<file path="src/rtl/cmp_pkg.sv">
// rtl/cmp_pkg.sv - shared types and flag constants for the sequential comparator
// Contents: state enum {IDLE, CMP, DONE}, flag vector type {eq, ne, lt, le, gt, ge},
// and the LT / EQ / GT / NONE flag encodings.
package cmp_pkg;

  typedef enum logic [1:0] {
    IDLE = 2'd0,
    CMP  = 2'd1,
    DONE = 2'd2
  } cmp_state_e;

  // {eq, ne, lt, le, gt, ge}
  typedef logic [5:0] cmp_flags_t;

  localparam cmp_flags_t FLAGS_LT   = 6'b011100;
  localparam cmp_flags_t FLAGS_EQ   = 6'b100101;
  localparam cmp_flags_t FLAGS_GT   = 6'b010011;
  localparam cmp_flags_t FLAGS_NONE = 6'b000000;

endpackage

</file>
<file path="src/rtl/comparator.sv">
// rtl/comparator.sv - combinational W-bit magnitude compare, signed or unsigned
// Ports:
//   s     in  1 : 1 = two's complement compare, 0 = unsigned
//   a, b  in  W : chunk operands
//   lt    out 1 : a < b
//   gt    out 1 : a > b
module comparator #(
  parameter int W = 8
) (
  input  logic         s,
  input  logic [W-1:0] a,
  input  logic [W-1:0] b,
  output logic         lt,
  output logic         gt
);

  always_comb begin
    lt = 1'b0;
    gt = 1'b0;
    if (s) begin
      lt = ($signed(a) < $signed(b));
      gt = ($signed(a) > $signed(b));
    end else begin
      lt = (a < b);
      gt = (a > b);
    end
  end

endmodule

</file>
<file path="src/rtl/seq_comparator.sv">
// rtl/seq_comparator.sv - multi-cycle N-bit compare, one W-bit chunk per cycle, MSB chunk first
// Ports:
//   clk, rst_n             : clock, asynchronous active-low reset
//   s, a, b                : sign mode and operands, captured on in_valid && in_ready
//   in_valid / in_ready    : operand handshake (ready only in IDLE)
//   o                      : registered flags {eq, ne, lt, le, gt, ge}
//   out_valid / out_ready  : result handshake, result held in DONE until accepted
//   busy                   : high whenever not IDLE
// Build option: SEQ_COMPARATOR_EARLY_EXIT_EN - leave CMP on the first unequal chunk;
// without it CMP always runs K cycles and latches the first differing chunk.
module seq_comparator
  import cmp_pkg::*;
#(
  parameter int N = 32,
  parameter int W = 8
) (
  input  logic         clk,
  input  logic         rst_n,
  input  logic         s,
  input  logic [N-1:0] a,
  input  logic [N-1:0] b,
  input  logic         in_valid,
  output logic         in_ready,
  output logic [5:0]   o,
  output logic         out_valid,
  input  logic         out_ready,
  output logic         busy
);

  localparam int K  = N / W;
  localparam int IW = (K > 1) ? $clog2(K) : 1;
  localparam int SW = (N > 1) ? $clog2(N) : 1;
  localparam logic [IW-1:0] LAST_IDX = IW'(K - 1);

  cmp_state_e  state_q, state_d;
  logic [IW-1:0] idx_q, idx_d;
  logic [N-1:0]  a_q, a_d;
  logic [N-1:0]  b_q, b_d;
  logic          s_q, s_d;
  cmp_flags_t    o_q, o_d;
`ifndef SEQ_COMPARATOR_EARLY_EXIT_EN
  logic          decided_q, decided_d;
  cmp_flags_t    res_q, res_d;
`endif

  logic [SW-1:0] chunk_lsb;
  logic [W-1:0]  a_chunk;
  logic [W-1:0]  b_chunk;
  logic          chunk_lt;
  logic          chunk_gt;
  cmp_flags_t    chunk_res;

  // Chunk index 0 is the most significant chunk.
  always_comb begin
    chunk_lsb = SW'((K - 1 - int'(idx_q)) * W);
    a_chunk   = a_q[chunk_lsb +: W];
    b_chunk   = b_q[chunk_lsb +: W];
  end

  // Only the top chunk carries the sign bit; lower chunks are plain magnitude.
  comparator #(.W(W)) u_chunk_cmp (
    .s  (s_q && (idx_q == '0)),
    .a  (a_chunk),
    .b  (b_chunk),
    .lt (chunk_lt),
    .gt (chunk_gt)
  );

  always_comb begin
    chunk_res = FLAGS_EQ;
    if (chunk_lt)      chunk_res = FLAGS_LT;
    else if (chunk_gt) chunk_res = FLAGS_GT;
  end

  always_comb begin
    state_d = state_q;
    idx_d   = idx_q;
    a_d     = a_q;
    b_d     = b_q;
    s_d     = s_q;
    o_d     = o_q;
`ifndef SEQ_COMPARATOR_EARLY_EXIT_EN
    decided_d = decided_q;
    res_d     = res_q;
`endif
    unique case (state_q)
      IDLE: begin
        if (in_valid) begin
          a_d     = a;
          b_d     = b;
          s_d     = s;
          idx_d   = '0;
          state_d = CMP;
`ifndef SEQ_COMPARATOR_EARLY_EXIT_EN
          decided_d = 1'b0;
`endif
        end
      end
      CMP: begin
`ifdef SEQ_COMPARATOR_EARLY_EXIT_EN
        if (chunk_lt || chunk_gt || (idx_q == LAST_IDX)) begin
          o_d     = chunk_res;
          state_d = DONE;
        end else begin
          idx_d = idx_q + IW'(1);
        end
`else
        // Keep scanning for a fixed latency; the first unequal chunk wins.
        if (!decided_q && (chunk_lt || chunk_gt)) begin
          decided_d = 1'b1;
          res_d     = chunk_res;
        end
        if (idx_q == LAST_IDX) begin
          o_d     = decided_q ? res_q : chunk_res;
          state_d = DONE;
        end else begin
          idx_d = idx_q + IW'(1);
        end
`endif
      end
      DONE: begin
        if (out_ready) begin
          o_d     = FLAGS_NONE;
          idx_d   = '0;
          state_d = IDLE;
        end
      end
      default: state_d = IDLE;
    endcase
  end

  always_ff @(posedge clk or negedge rst_n) begin
    if (!rst_n) begin
      state_q <= IDLE;
      idx_q   <= '0;
      a_q     <= '0;
      b_q     <= '0;
      s_q     <= 1'b0;
      o_q     <= FLAGS_NONE;
`ifndef SEQ_COMPARATOR_EARLY_EXIT_EN
      decided_q <= 1'b0;
      res_q     <= FLAGS_NONE;
`endif
    end else begin
      state_q <= state_d;
      idx_q   <= idx_d;
      a_q     <= a_d;
      b_q     <= b_d;
      s_q     <= s_d;
      o_q     <= o_d;
`ifndef SEQ_COMPARATOR_EARLY_EXIT_EN
      decided_q <= decided_d;
      res_q     <= res_d;
`endif
    end
  end

  assign in_ready  = (state_q == IDLE);
  assign out_valid = (state_q == DONE);
  assign busy      = (state_q != IDLE);
  assign o         = o_q;

endmodule

</file>
<file path="config.mk">
export PLATFORM = sky130hd
export DESIGN_NAME = seq_comparator
export DESIGN_NICKNAME = d
export VERILOG_FILES = /design/src/rtl/cmp_pkg.sv /design/src/rtl/comparator.sv /design/src/rtl/seq_comparator.sv
export SDC_FILE = /design/constraint.sdc
export NUM_CORES = 1
export LEC_CHECK = 0
export ABC_AREA = 1
export ABC_CLOCK_PERIOD_IN_PS = 5280
export BUFFER_PORTS_ARGS = -buffer_cell sky130_fd_sc_hd__buf_2
export CAP_MARGIN = 20
export CORE_MARGIN = 4
export CORE_UTILIZATION = 59
export CTS_CLUSTER_DIAMETER = 60
export DETAILED_ROUTE_END_ITERATION = 10
export GPL_ROUTABILITY_DRIVEN = 0
export HOLD_SLACK_MARGIN = 0.15
export PLACE_DENSITY_LB_ADDON = 0.08
export SLEW_MARGIN = 20
export SYNTH_ARGS = -nofsm -noshare
export SYNTH_HDL_FRONTEND = slang
export SYNTH_HIERARCHICAL = 1
export SYNTH_SLANG_ARGS = --single-unit
</file>
<file path="constraint.sdc">
create_clock -name clk -period 5.28 [get_ports clk]
set_input_delay 1.056 -clock clk [delete_from_list [all_inputs] [get_ports clk]]
set_output_delay 1.056 -clock clk [all_outputs]
set_load 0.03 [all_outputs]
</file>
==> flow_summary.yaml <==
status:
  status: "finished clean"
floorplan:
  core-area_mm2: 0.00646
  fp-row-count: 29
  start_util_pct: 61.5
  dieHeight_um: 90.1
  num_io_pins: 78
  die-area_mm2: 0.00811
  die_w_um: 90.1
worst_setup_path:
  cp.arrival_ps: 4140
  worstSetupPathType: "reg2reg"
  critPathRequiredTime_ps: 5530
  critPathCaptureType: "flip-flop"
  ff2ff_path_depth: 15
  worstPathMaxFanout: 36
  worst_setup_path_start_kind: "flip-flop"
  reg2reg_slack_ps: 1390
place:
  io_buffer_count: 77
  dp_hpwl_mm: 6.05
  placed_cells: 649
cts:
  clk_latency_ps: 360
  clock-root-buffer: "clkbuf_8"
  cts_resized: 0
  path_clk_slew_ps: 80
  ctsHtreeMaxLevel: 3
  cts_setup_buffers: 0
  clock-sinks: 82
  cts_made_buffers: 9
  hold_buffers: 0
  cts_buffer_depth: 2
  cts_tree: "built"
drt:
  via_per_inst: 5.15
  drc_errors: 0
  routed_wl_mm: 8.77
  dr.pass1.iters: 4
  initialDrtViolationCount: 165
  via_count: 3426
  final_antenna_net_count: 0
  wl_per_cell_um: 13.2
grt:
  grt_use_total_pct: 22.8
  grt_pass1_wl_mm: 15.1
  grt_max_degree: 83
  grt-ovfl-total: 0
  antenna_found_initial: 0
  grt_pass1_vias: 3397
yosys:
  synth_nets: 597
  yosysMostFrequentCell: "nand2_1"
  synth_ff_type: "dfrtp_1"
  yosys_warnings: 6
  yosysTopAreaCellShare_pct: 51.6
  syn_area_per_cell_um2: 7.67
  synth_edf_count: 0
  synthTopCellsByArea: "dfrtp_1 (52%), nand2_1 (24%), o21ai_0 (4.8%)"
  synth_seq_cells: 82
  async_reset_ff_share_pct: 100
  synthTopCellsByCount: "nand2_1 (252), dfrtp_1 (82), nor2_1 (47)"
  synth_area_leader_cell: "dfrtp_1"
  syn_area_mm2: 0.00398
  synth_cells: 518
  ys_types: 23
  ys_seq_area_share_pct: 51.6
hold_path:
  hold_path_depth: 2
  hold_path_class: "reg2reg"
final_layout:
  fin_nets: 662
  syn2layout_area_growth_pct: 13.7
  finalNonFillerCells: 665
  n_antenna_cell: 0
  drive_above_1_share_pct: 17.0
  final_core_util_pct: 70.0
power_and_ir_drop:
  seq_power_share_pct: 39.1
  leakagePower_uw: 0.00256
  cellPowerDensity_mw_per_mm2: 651
  intPower_uw: 1640
  irDropWorstVdd_uv: 281
  p_comb_share_pct: 45.0
  p_sw_uw: 1300
  clock_power_share_pct: 15.9
  p_sw_share_pct: 44.3
timing:
  worstMarginPinSlew_ps: 1030
  timing.slew.headroom_pct: 31.2
  hold_viol_final: 0
  drv_slew: 0
  period_minus_slack_ps: 3890
  finalSetupViolCount: 0
  fmax_ghz: 0.257
  fin_skew_ps: 10.0
  setup-tns-final_ps: 0
  whs_ps: 470
  period_share_pct: 73.7
  rsz0062_at_grt: "no"
job:
  maxCapViolCount: 0
[stage by stage]
step | power (µW) | cell area, µm² | setup WS [ps]
finish | 2940 | 4520 | 1390
detailed placement | 2480 | 4310 | 1450
CTS | 2960 | 4510 | 1410
floorplan | 2170 | 3980 | 2710
global placement | 2420 | 4310 | 1720
global route | 3250 | 4520 | 840
[cell type report]
type	instances	area, µm²
Multi-Input combinational cell	381	1650
Fill cell	559	1940
Clock inverter	4	50.0
Inverter	31	116
Sequential cell	82	2050
Clock buffer	12	155
Timing Repair Buffer	78	399
Tap cell	77	96.3
[path summary, 6_finish.rpt]
path / from / endpoint
min in group asynchronous: rst_n / b_q[0]$_DFFE_PN0P_
max: idx_q[0]$_DFFE_PN0P_ / res_q[3]$_DFFE_PN0P_
min: o[0]$_DFFE_PN0P_ / o[0]$_DFFE_PN0P_
max reg2reg: idx_q[0]$_DFFE_PN0P_ / res_q[3]$_DFFE_PN0P_
min reg2reg: o[0]$_DFFE_PN0P_ / o[0]$_DFFE_PN0P_
max in group asynchronous: rst_n / b_q[28]$_DFFE_PN0P_
[power groups by stage]
stage / clock (µW) / combinational (µW) / sequential (µW)
after global placement: 0 / 1260 / 1150
after CTS: 476 / 1330 / 1150
final: 468 / 1320 / 1150
after floorplan: 0 / 1090 / 1080
after detailed placement: 0 / 1320 / 1160
after global routing: 499 / 1560 / 1190
[metal layers]
metal / vias to the layer above / GRT usage [%] / wire length (µm)
met2: 94 / 36.9 / 4190
met1: 1576 / 29.8 / 3900
met5: - / 0 / 0
li1: 1740 / - / -
met3: 16 / 5.09 / 485
met4: 0 / 9.44 / 188
[placed cells by master, fill, tap and decap left out, drive strengths merged]
master | netlist | layout
a21o | 1 | 1
a21oi | 3 | 3
buf | 18 | 78
bufinv | 0 | 1
clkbuf | 6 | 12
clkinv | 0 | 1
clkinvlp | 0 | 2
dfrtp | 82 | 82
ha | 10 | 10
inv | 31 | 31
nand2 | 253 | 253
nand3 | 5 | 5
nand4 | 2 | 2
nor2 | 51 | 51
nor3 | 1 | 1
o21ai | 39 | 39
o22ai | 16 | 16
[cell families after synthesis]
family                     after synthesis  synth area share (%)
buffers and inverters                   55                  6.89
adders and majority gates               10                  3.15
DFF                                     82                  51.6
AOI/OAI and AO/OA                       59                  7.99
and+or+nand+nor                        312                  30.3
[critical path: stages (launching register included)]
cell	delay, ps
dfrtp_1	990
inv_1	680
o21ai_0	330
o22ai_1	110
ha_1	340
a21o_1	200
nor2_2	120
nand2_1	80
nand2_1	70
nand2_2	80
nor2_2	120
o21ai_0	110
nor2_1	270
inv_1	150
nand2_1	90
nand2_1	40
[state kept, by name (all words and copies together) (netlist names)]
signal,count
idx_q,2
res_q,6
decided_q,1
b_q,32
state_q,2
a_q,32
o,6
s_q,1
Note: power is estimated with default switching activity, not from simulation.
